File: src/rtl/npu_pkg.sv
// Shared definitions for the systolic control path: array opcodes and the
// tile sequencer state encoding.
package npu_pkg;

  localparam logic [2:0] OP_IDLE    = 3'd0;
  localparam logic [2:0] OP_COMPUTE = 3'd1;
  localparam logic [2:0] OP_DRAIN   = 3'd2;

  typedef enum logic [2:0] {
    ST_IDLE   = 3'd0,
    ST_CLEAR  = 3'd1,
    ST_STREAM = 3'd2,
    ST_FLUSH  = 3'd3,
    ST_DRAIN  = 3'd4,
    ST_INTRA  = 3'd5,
    ST_FIN    = 3'd6
  } state_t;

endpackage

File: src/rtl/phase_counter.sv
// Phase length counter shared by STREAM/FLUSH/DRAIN: counts 0..limit-1 while
// enabled and flags the final cycle so the owner can change phase.
module phase_counter #(
  parameter int W = 10
) (
  input  logic         clk,
  input  logic         reset,
  input  logic         clear,
  input  logic         en,
  input  logic [W-1:0] limit,
  output logic         last
);

  logic [W-1:0] cnt;

  // Comparing against limit-1 keeps the maximum limit from ever wrapping cnt.
  assign last = en && (cnt == limit - 1'b1);

  always_ff @(posedge clk) begin
    if (reset || clear) begin
      cnt <= '0;
    end else if (en) begin
      cnt <= last ? '0 : cnt + 1'b1;
    end
  end

endmodule

File: src/rtl/gemm_tile_sequencer.sv
// Sequences one GEMM tile on the systolic array (clear, stream, flush, drain)
// and optionally hands the O buffer to the A buffer over the intra-net.
module gemm_tile_sequencer
  import npu_pkg::*;
#(
  parameter int ARRAY_N    = 16,
  parameter int ARRAY_M    = 16,
  parameter int ADDR_WIDTH = 10,
  parameter int K_WIDTH    = 10,
  parameter int FLUSH_CYC  = ARRAY_N + ARRAY_M - 1,
  parameter int RW         = $clog2(ARRAY_N) + 1,
  parameter int CW         = $clog2(ARRAY_M) + 1
) (
  input  logic                  clk,
  input  logic                  reset,
  input  logic                  start,
  input  logic                  abort,
  input  logic [ADDR_WIDTH-1:0] cfg_a_base,
  input  logic [ADDR_WIDTH-1:0] cfg_w_base,
  input  logic [ADDR_WIDTH-1:0] cfg_o_base,
  input  logic [RW-1:0]         cfg_rows,
  input  logic [CW-1:0]         cfg_cols,
  input  logic [K_WIDTH-1:0]    cfg_k,
  input  logic                  cfg_chain,
  input  logic [ADDR_WIDTH-1:0] cfg_intra_o_base,
  input  logic [ADDR_WIDTH-1:0] cfg_intra_a_base,
  input  logic                  intra_sig_end,
  output logic                  sa_reset,
  output logic                  a_buf_on,
  output logic                  w_buf_on,
  output logic [ADDR_WIDTH-1:0] a_base_addr,
  output logic [ADDR_WIDTH-1:0] w_base_addr,
  output logic [ADDR_WIDTH-1:0] o_base_addr,
  output logic [RW-1:0]         a_num_rows,
  output logic [CW-1:0]         w_num_cols,
  output logic [2:0]            operation_signal,
  output logic                  o_ag_o_on,
  output logic                  intranet_on,
  output logic                  intra_sig_start,
  output logic [ADDR_WIDTH-1:0] intra_o_base_addr,
  output logic [ADDR_WIDTH-1:0] intra_a_base_addr,
  output logic                  busy,
  output logic                  done,
  output logic                  err,
  output logic [2:0]            state_dbg
);

  state_t               state;
  logic [K_WIDTH-1:0]   k_q;
  logic                 chain_q;
  logic [K_WIDTH-1:0]   limit;
  logic                 phase_en;
  logic                 phase_last;
  logic                 cfg_bad;

  assign state_dbg = state;

  // Handshake: start is a one-cycle request honoured only while IDLE (busy=0);
  // intra_sig_start is a one-cycle request to the intra-net, and
  // intra_sig_end is its one-cycle completion, observed only in INTRA.
  assign cfg_bad = (cfg_k == '0) || (cfg_rows == '0) || (cfg_cols == '0) ||
                   (cfg_rows > RW'(ARRAY_N)) || (cfg_cols > CW'(ARRAY_M));

  assign phase_en = (state == ST_STREAM) || (state == ST_FLUSH) || (state == ST_DRAIN);

  always_comb begin
    limit = '0;
    case (state)
      ST_STREAM: limit = k_q;
      ST_FLUSH:  limit = K_WIDTH'(FLUSH_CYC);
      ST_DRAIN:  limit = K_WIDTH'(a_num_rows);
      default:   limit = '0;
    endcase
  end

  phase_counter #(.W(K_WIDTH)) u_phase_counter (
    .clk   (clk),
    .reset (reset),
    .clear (abort),
    .en    (phase_en),
    .limit (limit),
    .last  (phase_last)
  );

  // Outputs are computed for the state being entered, so each one is
  // registered and lines up with the state it belongs to.
  always_ff @(posedge clk) begin
    if (reset || abort) begin
      state             <= ST_IDLE;
      sa_reset          <= 1'b0;
      a_buf_on          <= 1'b0;
      w_buf_on          <= 1'b0;
      a_base_addr       <= '0;
      w_base_addr       <= '0;
      o_base_addr       <= '0;
      a_num_rows        <= '0;
      w_num_cols        <= '0;
      operation_signal  <= OP_IDLE;
      o_ag_o_on         <= 1'b0;
      intranet_on       <= 1'b0;
      intra_sig_start   <= 1'b0;
      intra_o_base_addr <= '0;
      intra_a_base_addr <= '0;
      busy              <= 1'b0;
      done              <= 1'b0;
      err               <= 1'b0;
      k_q               <= '0;
      chain_q           <= 1'b0;
    end else begin
      sa_reset         <= 1'b0;
      a_buf_on         <= 1'b0;
      w_buf_on         <= 1'b0;
      operation_signal <= OP_IDLE;
      o_ag_o_on        <= 1'b0;
      intranet_on      <= 1'b0;
      intra_sig_start  <= 1'b0;
      done             <= 1'b0;
      err              <= 1'b0;
      busy             <= 1'b1;
      case (state)
        ST_IDLE: begin
          busy <= 1'b0;
          if (start) begin
            a_base_addr       <= cfg_a_base;
            w_base_addr       <= cfg_w_base;
            o_base_addr       <= cfg_o_base;
            a_num_rows        <= cfg_rows;
            w_num_cols        <= cfg_cols;
            k_q               <= cfg_k;
            chain_q           <= cfg_chain;
            intra_o_base_addr <= cfg_intra_o_base;
            intra_a_base_addr <= cfg_intra_a_base;
            if (cfg_bad) begin
              err <= 1'b1;
            end else begin
              state    <= ST_CLEAR;
              sa_reset <= 1'b1;
              busy     <= 1'b1;
            end
          end
        end
        ST_CLEAR: begin
          state            <= ST_STREAM;
          a_buf_on         <= 1'b1;
          w_buf_on         <= 1'b1;
          operation_signal <= OP_COMPUTE;
        end
        ST_STREAM: begin
          operation_signal <= OP_COMPUTE;
          if (phase_last) begin
            state <= ST_FLUSH;
          end else begin
            a_buf_on <= 1'b1;
            w_buf_on <= 1'b1;
          end
        end
        ST_FLUSH: begin
          if (phase_last) begin
            state            <= ST_DRAIN;
            operation_signal <= OP_DRAIN;
            o_ag_o_on        <= 1'b1;
          end else begin
            operation_signal <= OP_COMPUTE;
          end
        end
        ST_DRAIN: begin
          if (phase_last) begin
            if (chain_q) begin
              state           <= ST_INTRA;
              intranet_on     <= 1'b1;
              intra_sig_start <= 1'b1;
            end else begin
              state <= ST_FIN;
              done  <= 1'b1;
              busy  <= 1'b0;
            end
          end else begin
            operation_signal <= OP_DRAIN;
            o_ag_o_on        <= 1'b1;
          end
        end
        ST_INTRA: begin
          if (intra_sig_end) begin
            state <= ST_FIN;
            done  <= 1'b1;
            busy  <= 1'b0;
          end else begin
            intranet_on <= 1'b1;
          end
        end
        ST_FIN: begin
          state <= ST_IDLE;
          busy  <= 1'b0;
        end
        default: begin
          state <= ST_IDLE;
          busy  <= 1'b0;
        end
      endcase
    end
  end

endmodule
File: config.mk
export PLATFORM = sky130hd
export DESIGN_NAME = gemm_tile_sequencer
export DESIGN_NICKNAME = d
export VERILOG_FILES = /design/src/rtl/npu_pkg.sv /design/src/rtl/phase_counter.sv /design/src/rtl/gemm_tile_sequencer.sv
export SDC_FILE = /design/constraint.sdc
export NUM_CORES = 1
export LEC_CHECK = 0
export CORE_MARGIN = 5
export CORE_UTILIZATION = 35
export DETAILED_ROUTE_END_ITERATION = 12
export GPL_ROUTABILITY_DRIVEN = 0
export PLACE_DENSITY = 0.65
export SLEW_MARGIN = 20
export SYNTH_ARGS = -nofsm -noshare
export SYNTH_HDL_FRONTEND = slang
export SYNTH_SLANG_ARGS = --single-unit
File: constraint.sdc
create_clock -name clk -period 4.5 [get_ports clk]
set_input_delay 0.675 -clock clk [delete_from_list [all_inputs] [get_ports clk]]
set_output_delay 0.675 -clock clk [all_outputs]
set_load 0.01 [all_outputs]
=== Word level (Yosys, flattened, before mapping) ===
Cells that the tools add are included.

* Memory bits (read-only): 0
* Bits in latches: 0
* Memory bits (writable): 0
* Memories: 0
* Word-level logic and storage cells: 88
* Output and inout port bits: 75
* Register bits: 95
* Bits of input ports: 76

* Bitwise logic cells: 3
* Div/mod/pow operators: 0
* Equality and inequality tests: 12
* $mul: 0
* Shift-type cells: 0
* Add/sub/neg operators: 2
* Multiplexer cells: 30
* Order comparisons: 2
* Reduce and logical (&&, ||, !) cells: 19

{| class="wikitable"
|+ Operators by type and width
! operator !! count
|-
| case mux 10 bit (3 select lines) || 1
|-
| 2-to-1 mux 3 bit || 6
|-
| case mux 3 bit (6 select lines) || 1
|-
| 2-to-1 mux 1 bit || 12
|-
| adder 10 x 1 -> 10 bit, second input constant || 1
|-
| equality test 10 bit || 1
|-
| greater-than comparator 5 bit, second input constant || 2
|-
| logical NOT 10 bit || 1
|-
| logical NOT 5 bit || 2
|-
| 2-to-1 mux 10 bit || 1
|-
| subtractor 10 x 1 -> 10 bit, second input constant || 1
|-
| case mux 1 bit (2 select lines) || 4
|-
| logical OR 1 bit || 7
|-
| equality test 3 x 2 -> 1 bit, second input constant || 2
|-
| equality test 3 bit, second input constant || 2
|-
| 2-to-1 mux 2 bit || 3
|-
| != test 2 x 1 -> 1 bit, second input constant || 3
|-
| != test 2 bit, second input constant || 3
|-
| case mux 2 bit (3 select lines) || 1
|-
| AND reduction 6 bit || 1
|-
| OR reduction 2 bit || 3
|-
| OR reduction 3 bit || 2
|-
| case mux 1 bit (4 select lines) || 1
|-
| equality test 3 x 1 -> 1 bit, second input constant || 1
|-
| other kinds (4) || 6
|}

=== Depth between registers and ports, before layout ===
Gate-level depths: netlist of run 1.

* Word-level depth: 8
* Mapped depth: 13
* Mapped depth without buffers: 11

=== Modules after synthesis ===
A second synthesis of run 1 with hierarchy kept.

* Cell total of the unflattened synthesis: 510
* Area total of the unflattened synthesis: 4081.4 sq um

{| class="wikitable"
|+ Modules (own cells, without submodules)
! module !! instances !! sequential area each (sq um) !! cells each !! area an instance (sq um)
|-
| gemm_tile_sequencer || 1 || 1681.6 || 416 || 3268.1
|-
| phase_counter || 1 || 200.2 || 94 || 813.3
|}

=== Worst setup path before layout of run 1 ===
No wires, ideal clock.

* Path type: flip-flop to flip-flop
* Start point: register state[2] (netlist: state_dbg[2])
* End point: register state[1] (netlist: state_dbg[1])
* Cell stages (with the launch flop): 13
* Path slack: 1.706 ns
* Arrival: 2.733 ns
* Cell sequence: dfxtp_1 buf_6 nor3b_4 o2bb2ai_2 inv_1 ha_1 xor2_1 a311oi_1 o32ai_1 nor4b_4 nand4_4 or3_1 nand3_1

* Word-level cells in the longest chain between the ends: 7
* Elaborated cells between the ends (all ways): 20
* Those cells by class: 1 x add/sub; 12 x eq/ne; 2 x mux; 5 x reduce/logical

{| class="wikitable"
|+ RTL lines
! what !! line !! text
|-
| from (decl) || gemm_tile_sequencer.sv:48 || <nowiki>state_t state;</nowiki>
|-
| from (signal assigned) || gemm_tile_sequencer.sv:89 || <nowiki>state <= ST_IDLE;</nowiki>
|-
| from (signal assigned) || gemm_tile_sequencer.sv:136 || <nowiki>state <= ST_CLEAR;</nowiki>
|-
| from (signal assigned) || gemm_tile_sequencer.sv:143 || <nowiki>state <= ST_STREAM;</nowiki>
|-
| equality test 3 bit / equality test 3 x 2 -> 1 bit (equally long branches) || gemm_tile_sequencer.sv:64, gemm_tile_sequencer.sv:68, gemm_tile_sequencer.sv:120 ||
|-
| case mux 10 bit (3 select lines) || gemm_tile_sequencer.sv:68 || <nowiki>case (state)</nowiki>
|-
| subtractor 10 x 1 -> 10 bit || phase_counter.sv:17 || <nowiki>assign last = en && (cnt == limit - 1'b1);</nowiki>
|-
| equality test 10 bit || phase_counter.sv:17 ||
|-
| logical AND 1 bit || phase_counter.sv:17 ||
|-
| != test 2 x 1 -> 1 bit (no source line) || - ||
|-
| AND reduction 6 bit (no source line) || - ||
|}

Several ways; a longest one is shown, not always the timed one.
A chain may end at the register's enable or synchronous reset.

=== Worst setup path in the final report of run 1 ===
* Start point: register state[2] (netlist: state_dbg[2])
* End point: register intranet_on

* Word-level cells in the longest chain between the ends: 7
* Elaborated cells between the ends (all ways): 12
* Those cells by class: 1 x add/sub; 5 x eq/ne; 3 x mux; 3 x reduce/logical

{| class="wikitable"
|+ RTL lines
! what !! line !! text
|-
| equality test 3 bit / equality test 3 x 2 -> 1 bit (equally long branches) || gemm_tile_sequencer.sv:64, gemm_tile_sequencer.sv:68, gemm_tile_sequencer.sv:120 ||
|-
| case mux 10 bit (3 select lines) || gemm_tile_sequencer.sv:68 ||
|-
| subtractor 10 x 1 -> 10 bit || phase_counter.sv:17 ||
|-
| equality test 10 bit || phase_counter.sv:17 ||
|-
| logical AND 1 bit || phase_counter.sv:17 ||
|-
| 2-to-1 mux 1 bit || gemm_tile_sequencer.sv:167 || <nowiki>if (phase_last) begin</nowiki>
|-
| case mux 1 bit (2 select lines) * || gemm_tile_sequencer.sv:120 || <nowiki>case (state)</nowiki>
|-
| to (signal assigned) || gemm_tile_sequencer.sv:115 || <nowiki>intranet_on <= 1'b0;</nowiki>
|-
| to (signal assigned) || gemm_tile_sequencer.sv:170 || <nowiki>intranet_on <= 1'b1;</nowiki>
|-
| to (signal assigned) || gemm_tile_sequencer.sv:188 || <nowiki>intranet_on <= 1'b1;</nowiki>
|-
| to (decl) || gemm_tile_sequencer.sv:38 || <nowiki>output logic intranet_on,</nowiki>
|}

Mark *: on every way between the ends. The rest lies on a longest branch, timed or not.

==> results of run 1 <==
[state kept, by name, summed over array words and instances (netlist names)]
register             count
a_base_addr             10
a_num_rows               5
busy                     1
chain_q                  1
done                     1
err                      1
intra_a_base_addr       10
intra_o_base_addr       10
intra_sig_start          1
intranet_on              1
k_q                     10
o_ag_o_on                1
o_base_addr             10
operation_signal         1
sa_reset                 1
state_dbg                3
u_phase_counter.cnt     10
w_base_addr             10
w_buf_on                 1
w_num_cols               5
[worst register-to-register path, cell delays in order, from the launching register on]
cell and delay [ns]:
dfxtp_1 0.74, nor3b_4 0.47, o2bb2ai_2 0.20, inv_1 0.08, ha_1 0.24, xor2_1 0.17
a311oi_1 0.26, o32ai_1 0.15, nor4b_4 0.34, nand4_4 0.23, nor2_2 0.35, a31o_1 0.22
[power by group through the flow]
stage	registers, µW	clock network, µW	logic (µW)
after floorplan	889	0	104
after global placement	884	0	242
after detailed placement	885	0	244
after CTS	866	882	245
after global routing	869	921	266
final	866	863	243
[layer usage]
| layer | track usage [%] | share of wire (%) | up-vias |
|---|---|---|---|
| met5 | 0 | 0 | - |
| met4 | 6.51 | 2.0 | 0 |
| met3 | 5.66 | 7.0 | 16 |
| met2 | 27.5 | 48 | 104 |
| met1 | 20.5 | 43 | 1871 |
| li1 | - | - | 2037 |
[worst max path at each step]
stage	start	endpoint
finish	state_dbg[2]	intranet_on
global route	state_dbg[2]	intranet_on
CTS	state_dbg[2]	intranet_on
detailed placement	state_dbg[2]	intranet_on
global placement	state_dbg[2]	intranet_on
floorplan	state_dbg[2]	state_dbg[1]
[layout by cell type, fill, tap and decap left out, types with 8 or more instances in the layout]
cell type | synthesis | final
a21oi_1 | 80 | 80
clkbuf_16 | 0 | 9
clkdlybuf4s50_1 | 0 | 149
dfxtp_1 | 93 | 93
inv_1 | 8 | 8
nand2_1 | 152 | 152
nand3_1 | 8 | 8
nor2_1 | 20 | 20
nor3_1 | 17 | 16
xnor2_1 | 11 | 11
[logic make-up (layout without fill, tap and decap cells)]
| kind of cell | Yosys count | count (layout) | synth area share, % |
|---|---|---|---|
| AND/OR/NAND/NOR | 243 | 243 | 27.1 |
| AO/OA/AOI/OAI | 120 | 120 | 17.7 |
| flip-flops | 93 | 93 | 44.1 |
| buffers and inverters | 45 | 176 | 5.01 |
| XOR/XNOR | 20 | 20 | 4.51 |
| multiplexers | 3 | 3 | 0.831 |
| adder cells (fa/ha/maj) | 2 | 2 | 0.593 |
| other | 1 | 1 | 0.0889 |
[synthesized netlist by cell type, types with 3 or more instances]
library cell  number  area share [%]
nor4_1             7             1.0
a21oi_1           80             9.5
nor2_1            20             1.8
buf_6              4             1.1
o2bb2ai_2          4             1.4
and2_1             3            0.45
nand2b_1           6            0.89
nand2_1          152              14
nor3_1            17             2.0
dfxtp_1           93              44
o211ai_1           3            0.53
o21ai_0            7            0.83
xnor2_1           11             2.3
nand3_1            8            0.95
inv_1              8            0.71
and3_1             6            0.89
nand3b_1           4            0.71
xor2_1             7             1.5
or3_1              4            0.59
clkbuf_1          29             2.6
buf_4              3            0.53
[metrics by stage]
stage,utilization (%),area (µm²),std cells
finish,51.1,6080,805
global route,51.1,6080,805
CTS,51.1,6080,805
detailed placement,48.3,5750,790
global placement,48.3,5750,790
floorplan,-,4220,527
[cell type report]
class	count	area [µm²]	area share [%]
multi-input combinational	389	2150	35.3
sequential	93	1860	30.6
timing repair buffer	153	1520	25.0
clock inverter	6	111	1.83
inverter	8	30.0	0.494
tap	147	184	3.02
clock buffer	9	225	3.70
==> results.toml, run 1 <==
[place]
hpwl_um = 8810
dp_slack_ns = 1.05
port_buffers = 149

[synthesis]
synth_cell_types = 66
syn_avg_cell_area_um2 = 8.00
mappedNetlistArea_um2 = 4220
async_reset_ff_share_pct = 0
synth_warnings = 0
ys_seq_area_share_pct = 44.1
synth-seq-cells = 93
syn_inst = 527
mappedNetlistNets = 605
ys.flop_type = "dfxtp_1"
synth_edf_count = 0

[route]
dr.pass1.iters = 4
vias_per_cell = 5.00
drt_iter0_markers = 190
vias = 4028
route.detailed.drc = 0
post_drt_wl_per_cell_um = 15.2
drtAntennaViolNets = 0
wirelength_um = 12200

[clock_tree]
clk_pin_slew_ns = 0.07
htree_levels = 3
clk_latency_ns = 0.34
clock_sink_count = 93
cts_tree = "built"
numCtsBuffers = 9
cts_resized = 0
holdBufCountCts = 0
cts-root-buf = "clkbuf_16"
post-cts-setup-buffers = 0
cts_buffer_depth = 2

[setup_path]
cp_slowest_cell = "dfxtp_1"
critPathTopFamily = "simple AND/OR/NAND/NOR gates"
r2r_start = "state_dbg[2]"
cp-end-kind = "register"
critPathBufInv = 1
reg2reg_to = "intranet_on"
critPathArrivalTime_ns = 3.78
max_stage_delay_ns = 0.74
worstPathRequired_ns = 4.78
crit_type = "register to register"
reg2reg_depth = 11
critPathLaunchType = "register"
cp.depth = 11
cp_max_fo = 20
crit_chain = "nor3b_4 -> o2bb2ai_2 -> inv_1 -> ha_1 -> xor2_1 -> a311oi_1 -> o32ai_1 -> nor4b_4 -> nand4_4 -> nor2_2 -> a31o_1"
rrSetupSlack_ns = 1.00

[global_route]
grt_pass1_wl_um = 19700
grt_max_degree = 90
grt_antenna_before_repair = 0
gr-total-overflow = 0
grt_util_all_layers_pct = 16.9
grt_pass1_vias = 3994

[floorplan]
ioPinCount = 151
dieArea_um2 = 14300
dieHeight_um = 120
row_count = 40
dieWidth_um = 120
initial_utilization_pct = 35.4
coreArea_um2 = 11900

[timing]
period_needed_ns = 3.50
finalHoldViolCount = 0
timing.slew.headroom_pct = 38.6
worst_hold_slack_ns = 0.451
finalMaxSlewViolations = 0
max_freq_mhz = 286
post-route-period-util_pct = 77.7
rsz0062_at_grt = "no"
clock_skew_ns = 0.00904
tns_ns = 0
final-setup-viol-count = 0
worst_slew_pin_slew_ns = 0.921
setup_ws_ns = 1.00

[final_layout]
area_growth_pct = 44.3
drive_above_1_share_pct = 6.23
fillers = 1127
fin_nets = 732
antenna_cells = 0

[power]
total_power_uw = 1970
p_leak_uw = 0.00215
power.density_nw_per_um2 = 324
vdd_ir_drop_max_mv = 0.188
cell_internal_pwr_uw = 1510
pwr-share-seq_pct = 43.9
p_sw_share_pct = 23.2
combPwrFrac_pct = 12.3
power_frac_clock_pct = 43.8
p_sw_uw = 458

[job]
max-cap-violations = 0

[hold_path]
whs_path_depth = 2
hp-class = "register to register"
whs_endpoint = "o_base_addr[6]"
holdCritStartpoint = "o_base_addr[6]"

[outcome]
status = "finished clean"
(Power assumes the default switching activity.)
==> run 2, diff against run 1 <==
==> constraint.sdc (replaced) <==
create_clock -name clk -period 3.35 [get_ports clk]
set_input_delay 0.5025 -clock clk [delete_from_list [all_inputs] [get_ports clk]]
set_output_delay 0.5025 -clock clk [all_outputs]
set_load 0.01 [all_outputs]
==> run 2 against run 1 <==
Net effect:
- worst hold slack better by 0.0022 ns
- die area unchanged
- via count increased by 0.47%
- non-clock buffer count increased by 4
- wire length is 1.2% higher
- maximum frequency up 13%
- sequential power is 34% higher
- combinational power grew 37%
- register-to-register slack got worse by 0.75 ns
- count of clock-buffer cells in the layout up 1
- critical endpoint is now state_dbg[1]
- highest routed layer unchanged
==> results.toml, run 2 (synthesis gave the netlist of run 1 again) <==
[power]
p_sw_uw = 622
total_power_uw = 2610
pwr-share-seq_pct = 44.4
vdd_ir_drop_max_mv = 0.320
p_sw_share_pct = 23.8
power_frac_clock_pct = 42.8
combPwrFrac_pct = 12.7
p_leak_uw = 0.00216
cell_internal_pwr_uw = 1990
power.density_nw_per_um2 = 427

[global_route]
grt_antenna_before_repair = 0
grt_max_degree = 80
grt_pass1_wl_um = 20400
grt_util_all_layers_pct = 17.4
grt_pass1_vias = 4044
gr-total-overflow = 0

[route]
vias = 4047
drt_iter0_markers = 174
route.detailed.drc = 0
dr.pass1.iters = 5
drtAntennaViolNets = 0
wirelength_um = 12400
vias_per_cell = 5.00
post_drt_wl_per_cell_um = 15.3

[final_layout]
final_common_cell = "nand2_1"
antenna_cells = 0
area_growth_pct = 45.1
final_cell_mix = "nand2_1, clkdlybuf4s50_1, dfxtp_1, a21oi_1, nor2_1"
drive_above_1_share_pct = 7.09
fin_nets = 736
fillers = 1152

[setup_path]
critPathArrivalTime_ns = 3.38
cp_max_fo = 10
rrSetupSlack_ns = 0.26
critPathLaunchType = "register"
reg2reg_depth = 11
crit_type = "register to register"
r2r_start = "state_dbg[2]"
cp-end-kind = "register"
reg2reg_to = "state_dbg[1]"
worstPathRequired_ns = 3.64

[place]
hpwl_um = 9210
port_buffers = 149

[floorplan]
dieHeight_um = 120
initial_utilization_pct = 35.4
ioPinCount = 151
row_count = 40
dieArea_um2 = 14300
coreArea_um2 = 11900
dieWidth_um = 120

[timing]
worst_slew_pin_slew_ns = 0.835
finalMaxSlewViolations = 0
post-route-period-util_pct = 92.3
period_needed_ns = 3.09
final-setup-viol-count = 0
clock_skew_ns = 0.00799
max_freq_mhz = 323
tns_ns = 0
finalHoldViolCount = 0
rsz0062_at_grt = "no"
timing.slew.headroom_pct = 44.3

[clock_tree]
post-cts-setup-buffers = 0
cts_resized = 0
htree_levels = 3
cts_tree = "built"
holdBufCountCts = 0
clk_latency_ns = 0.34
clk_pin_slew_ns = 0.06
cts_buffer_depth = 2
cts-root-buf = "clkbuf_16"
numCtsBuffers = 9
clock_sink_count = 93

[hold_path]
whs_endpoint = "intra_a_base_addr[6]"
holdCritStartpoint = "intra_a_base_addr[6]"
hp-class = "register to register"
whs_path_depth = 2

[job]
max-cap-violations = 0

[outcome]
status = "finished clean"
run 2: cell count changes in the layout (fill, tap and decap cells not counted), sizes merged:
cell,before,now
bufinv,3,2
clkinv,2,1
clkinvlp,0,2
buf,4,8
clkbuf,9,10
run 2: metrics by stage:
step	area, µm²	hold WS, ns	setup WS [ns]	cells	utilization [%]
2_1_floorplan	4220	0.436	0.556	527	-
3_5_place_dp	5780	0.446	0.200	794	48.5
3_3_place_gp	5780	0.441	0.358	794	48.5
4_1_cts	6110	0.456	0.187	810	51.3
5_1_grt	6120	0.475	0.0742	810	51.4
6_report	6120	0.454	0.257	810	51.4
run 2: final cells by class:
type	instances	area, µm²	area share, %
Clock buffer	10	239	3.91
Inverter	8	30.0	0.491
Tap cell	147	184	3.01
Sequential cell	93	1860	30.4
Multi-Input combinational cell	389	2160	35.3
Timing Repair Buffer	157	1550	25.4
Clock inverter	6	95.1	1.55
run 2: routing by layer:
layer  share of wire, %  up-vias  track usage (%)
met5                  0        -                0
met1                 42     1889             20.8
met2                 49       95             29.3
li1                   -     2043                -
met3                6.8       20             5.28
met4                2.4        0             6.87
run 2: critical path, stage by stage (launching register included):
cell and delay (ns):
dfxtp_1 0.46, nor3b_4 0.40, o2bb2ai_2 0.21, inv_1 0.08
ha_1 0.25, xor2_1 0.17, a311oi_1 0.27, o32ai_1 0.15
nor4b_4 0.33, nand4_4 0.24, or3_1 0.40, nand3_1 0.08
run 2: worst max-delay path by stage:
stage | start | endpoint | slack (ns) | cells past startpoint
final | state_dbg[2] | state_dbg[1] | 0.26 | 11
after global routing | state_dbg[2] | busy | 0.07 | 11
after CTS | state_dbg[2] | intranet_on | 0.19 | 11
after detailed placement | state_dbg[2] | intranet_on | 0.20 | 11
after global placement | state_dbg[2] | intranet_on | 0.36 | 11
after floorplan | state_dbg[2] | state_dbg[1] | 0.56 | 12
run 2: power by group through the flow:
stage / registers (µW) / logic (µW) / clock network [µW]
after floorplan: 1190 / 140 / 0
after global routing: 1160 / 364 / 1200
final: 1160 / 333 / 1120
after CTS: 1160 / 337 / 1150
after detailed placement: 1190 / 335 / 0
after global placement: 1180 / 332 / 0
